--- config.mk ---
export PLATFORM = sky130hd
export DESIGN_NAME = axis_power_spectrum
export DESIGN_NICKNAME = d
export VERILOG_FILES = /design/src/rtl/axis_power_spectrum.sv
export SDC_FILE = /design/constraint.sdc
export NUM_CORES = 2
export LEC_CHECK = 0
export CAP_MARGIN = 20
export CORE_UTILIZATION = 45
export DETAILED_ROUTE_END_ITERATION = 16
export SLEW_MARGIN = 20
export SYNTH_ARGS = -nofsm -noshare
export SYNTH_HDL_FRONTEND = slang
export SYNTH_SLANG_ARGS = --single-unit
--- constraint.sdc ---
create_clock -name aclk -period 19.84 [get_ports aclk]
set_clock_uncertainty 0.05 [all_clocks]
set_input_delay 3.968 -clock aclk [delete_from_list [all_inputs] [get_ports aclk]]
set_output_delay 3.968 -clock aclk [all_outputs]
set_load 0.01 [all_outputs]
--- src/rtl/axis_power_spectrum.sv ---
// axis_power_spectrum: one-sided |X|^2 of a complex FFT stream, bins 0..N/2-1, tlast on bin N/2-1
module axis_power_spectrum #(
  parameter int AXIS_TDATA_WIDTH_IN  = 32,
  parameter int AXIS_TDATA_WIDTH_OUT = 32,
  parameter int LOG_FFT_LENGTH       = 8
) (
  input  logic                            aclk,
  input  logic                            aresetn,
  input  logic                            enable,
  input  logic [3:0]                      log_shift,
  input  logic [AXIS_TDATA_WIDTH_IN-1:0]  S_AXIS_tdata,
  input  logic                            S_AXIS_tvalid,
  output logic                            S_AXIS_tready,
  output logic [AXIS_TDATA_WIDTH_OUT-1:0] M_AXIS_tdata,
  output logic                            M_AXIS_tvalid,
  input  logic                            M_AXIS_tready,
  output logic                            M_AXIS_tlast
);
  localparam logic [LOG_FFT_LENGTH-1:0] LAST_BIN = LOG_FFT_LENGTH'((1 << (LOG_FFT_LENGTH - 1)) - 1);
  logic [LOG_FFT_LENGTH-1:0] bin;
  logic ce, acc, v1, v2, l1, l2;
  logic signed [15:0] re1, im1;
  logic [31:0] p_re, p_im;
  assign ce = !M_AXIS_tvalid || M_AXIS_tready;
  assign S_AXIS_tready = aresetn && enable && ce;
  assign acc = S_AXIS_tvalid && S_AXIS_tready;
  // upper half of each frame is accepted but enters the pipeline as a bubble
  always_ff @(posedge aclk) begin
    if (!aresetn) begin
      bin <= '0;
      v1 <= 1'b0;
      v2 <= 1'b0;
      l1 <= 1'b0;
      l2 <= 1'b0;
      re1 <= '0;
      im1 <= '0;
      p_re <= '0;
      p_im <= '0;
      M_AXIS_tvalid <= 1'b0;
      M_AXIS_tlast <= 1'b0;
      M_AXIS_tdata <= '0;
    end else begin
      bin <= !enable ? '0 : acc ? bin + 1'b1 : bin;
      if (ce) begin
        v1 <= acc && !bin[LOG_FFT_LENGTH-1];
        l1 <= bin == LAST_BIN;
        re1 <= S_AXIS_tdata[15:0];
        im1 <= S_AXIS_tdata[31:16];
        v2 <= v1;
        l2 <= l1;
        p_re <= 32'(re1) * 32'(re1);
        p_im <= 32'(im1) * 32'(im1);
        M_AXIS_tvalid <= v2;
        M_AXIS_tlast <= v2 && l2;
        M_AXIS_tdata <= AXIS_TDATA_WIDTH_OUT'((p_re + p_im) >> log_shift);
      end
    end
  end
endmodule

==> flow_metrics.tcl <==
set metrics [dict create \
    status "complete, no violations" \
    cpMostUsedCell "clkdlybuf4s50_1" \
    synth_adder_area_share_pct 46.44 \
    netlist_area_um2 25820 \
    layout-drive-gt1-share_pct 3.912 \
    wire_per_inst_um 16.42 \
    crit_arrival_ps 5650 \
    synth_top_family_by_area "adder cells" \
    post-route-util_pct 48.94 \
    cp_max_fo 51 \
    ys_ff_latch 140 \
    start_util_pct 45.70 \
    worst_setup_path_end_kind "output pin" \
    dp.final_hpwl_mm 49.49 \
    num_rows 87 \
    place.gp.congestion 0.8754 \
    post_cts.repair.setup_buffers 0 \
    cp_data_required_time_ps 15820 \
    grt_pass1_wl_mm 104.2 \
    die_x_um 241.5 \
    final-max-slew-violation-count 0 \
    grt_pass1_vias 20928 \
    crit_path_start_kind "primary input" \
    regArea_um2 2803 \
    synth_fp_nets 3664 \
    dpl_worst_slack_ps 10150 \
    power_leakage_nw 13.94 \
    grtUsageMet2_pct 36.11 \
    port_buffers 75 \
    cts_buffers 17 \
    routed_wl_mm 60.69 \
    met3_usage_pct 3.452 \
    crit_family "buffers and inverters" \
    hold_viol_final 0 \
    power_mw 2.574 \
    rsz0062_at_grt "false" \
    cts_buffer_depth 2 \
    fmax_mhz 103.5 \
    areaGrowthSynthToFinish_pct 7.096 \
    yosys.cell_types.count 92 \
    syn_avg_cell_area_um2 8.766 \
    worstSetupPathType "in2out" \
    fin_crit_sh_pct 48.71 \
    finalSetupViolCount 0 \
    first_pass_iters 5 \
    antenna_cells 0 \
    multi_input_area_um2 20020 \
    synthFlopType "dfxtp_1" \
    finalSetupTns_ps 0 \
    grt_max_degree 75 \
    grtUsageMet1_pct 30.15 \
    ant_nets 0 \
    cap_violations 0 \
    hold_buffers 0 \
    grt_busiest_layer "met2" \
    clockRootBuffer "clkbuf_16" \
    yosysWarnings 0 \
    path_clk_slew_ps 60 \
    io_pins 76 \
    ir_drop_v 0.00009939 \
    overflow 0 \
    cts.sinks 140 \
    vias_per_cell 5.237 \
    syn-instance-count 2945 \
    slowest_stage "and2b_4" \
    finalNetCount 3646 \
    synth-seq-area-share_pct 10.86 \
    postSynth.asyncResetShare_pct 0 \
    die-area_um2 58330 \
    worst_skew_pair.late_latency_ps 490 \
    crit_chain "clkdlybuf4s50_1, and2b_4, nor2_1, clkdlybuf4s50_1" \
    design.core.area_um2 56500 \
    synth_compound_area_share_pct 11.53 \
    hold_path.class "reg2reg" \
    cts.htree.levels 4 \
    die_h_um 241.5 \
    synthSimpleGateAreaFrac_pct 12.66 \
    synth-edff-count 0 \
    muxShareOfSynthArea_pct 2.826 \
    vias 19357 \
    relSlewSlack_pct 31.90 \
    holdWs_ps 400.2 \
    drtIter0Drc 1060 \
    fill_cells 5420 \
    finalWorstSetupSlack_ps 10180 \
    drc 0 \
    cp_num_buf_inv 2 \
    synth_xor_area_share_pct 4.071 \
    max_stage_delay_ps 680 \
    cts_tree "done" \
    worstMarginPinSlew_ps 1020 \
    track_usage_pct 22.08 \
    antenna_found_initial 0 \
    fin_crit_ps 9665 \
    mostFrequentLayoutCells "inv_1 (643), fa_1 (467), nand2_1 (371)" \
    p_per_area_nw_per_um2 93.11 \
    layout_commonest_cell "inv_1" \
    cts_resized 0 \
]
-- routing by layer --
layer  vias to the layer above  share of wire, %
met5                         -                 0
met2                       397                46
met4                         0               2.4
li1                       9177                 -
met3                        87               4.1
met1                      9696                47
-- cell families after synthesis --
kind of cell | Yosys count
xor gates and xnor gates | 120
muxes | 54
and+or+nand+nor | 726
DFF | 140
buffers and inverters | 770
adders and majority gates | 678
AOI/OAI and AO/OA | 457
-- tightest hold or removal path: stages (launching register included) --
cell	delay (ps)
dfxtp_1	310
nand2_1	50
a21oi_1	50
-- power breakdown --
part           internal, mW  switching [mW]
clock                 0.195           0.152
sequential            0.351          0.0659
combinational         0.783            1.03
-- registers in the layout, indices dropped and copies added (netlist names) --
register and flops:
M_AXIS_tdata 32, bin 8, p_im 31, v2 1
im1 16, l2 1, M_AXIS_tlast 1, re1 16
v1 1, l1 1, M_AXIS_tvalid 1, p_re 31
-- per-stage QoR --
step                cell area (um^2)  cells
detailed placement             27040   3664
finish                         27650   3696
CTS                            27650   3696
floorplan                      25820   2945
global placement               27040   3664
global route                   27650   3696
-- cells in the mapped netlist (4+ instances only) --
library cell | instances | area, um^2
a2111oi_0 | 4 | 35.03
nor2b_1 | 8 | 50.05
fa_1 | 467 | 9349
a211o_1 | 5 | 43.79
or3_1 | 14 | 87.58
and2_1 | 94 | 588.1
a21oi_1 | 167 | 835.8
nand2b_1 | 15 | 93.84
nand3_1 | 34 | 170.2
o211ai_1 | 5 | 37.54
xnor2_1 | 93 | 814.5
xor2_1 | 27 | 236.5
a31o_2 | 14 | 122.6
nand2_1 | 371 | 1393
inv_1 | 643 | 2414
buf_4 | 6 | 45.04
a31oi_1 | 18 | 112.6
buf_6 | 7 | 78.83
o21ai_0 | 64 | 320.3
nor4_1 | 5 | 31.28
o21ai_1 | 10 | 50.05
o21bai_1 | 16 | 120.1
a22oi_1 | 5 | 37.54
o21a_1 | 16 | 120.1
or2_2 | 8 | 50.05
buf_1 | 10 | 37.54
a21o_1 | 43 | 322.8
mux2i_1 | 32 | 320.3
clkbuf_1 | 95 | 356.6
nor2_1 | 124 | 465.5
a221o_1 | 4 | 40.04
ha_1 | 211 | 2640
o31ai_1 | 8 | 60.06
a211oi_1 | 24 | 180.2
and4_1 | 5 | 43.79
mux2_2 | 6 | 67.56
dfxtp_1 | 140 | 2803
nor3_1 | 22 | 110.1
mux4_2 | 14 | 315.3
nand4_1 | 10 | 62.56
-- worst paths after layout --
| kind | to | start | cells past startpoint | slack, ps |
|---|---|---|---|---|
| worst min-delay path | im1[14] | im1[14] | 2 | 400 |
| worst max-delay path | S_AXIS_tready | M_AXIS_tready | 4 | 10180 |
| worst max register to register | p_re[31] | re1[8] | 24 | 12300 |
| worst min register to register | im1[14] | im1[14] | 2 | 400 |
-- layout make-up --
type                    count  area share [%]
inverters                 646           8.775
clock inverters            12          0.5566
clock buffers              20           1.652
well taps                 756           3.421
repair buffers             87           3.041
multi-input cells        2035           72.42
flip-flops and latches    140           10.14
No activity file was read; power rests on OpenSTA's default activity.
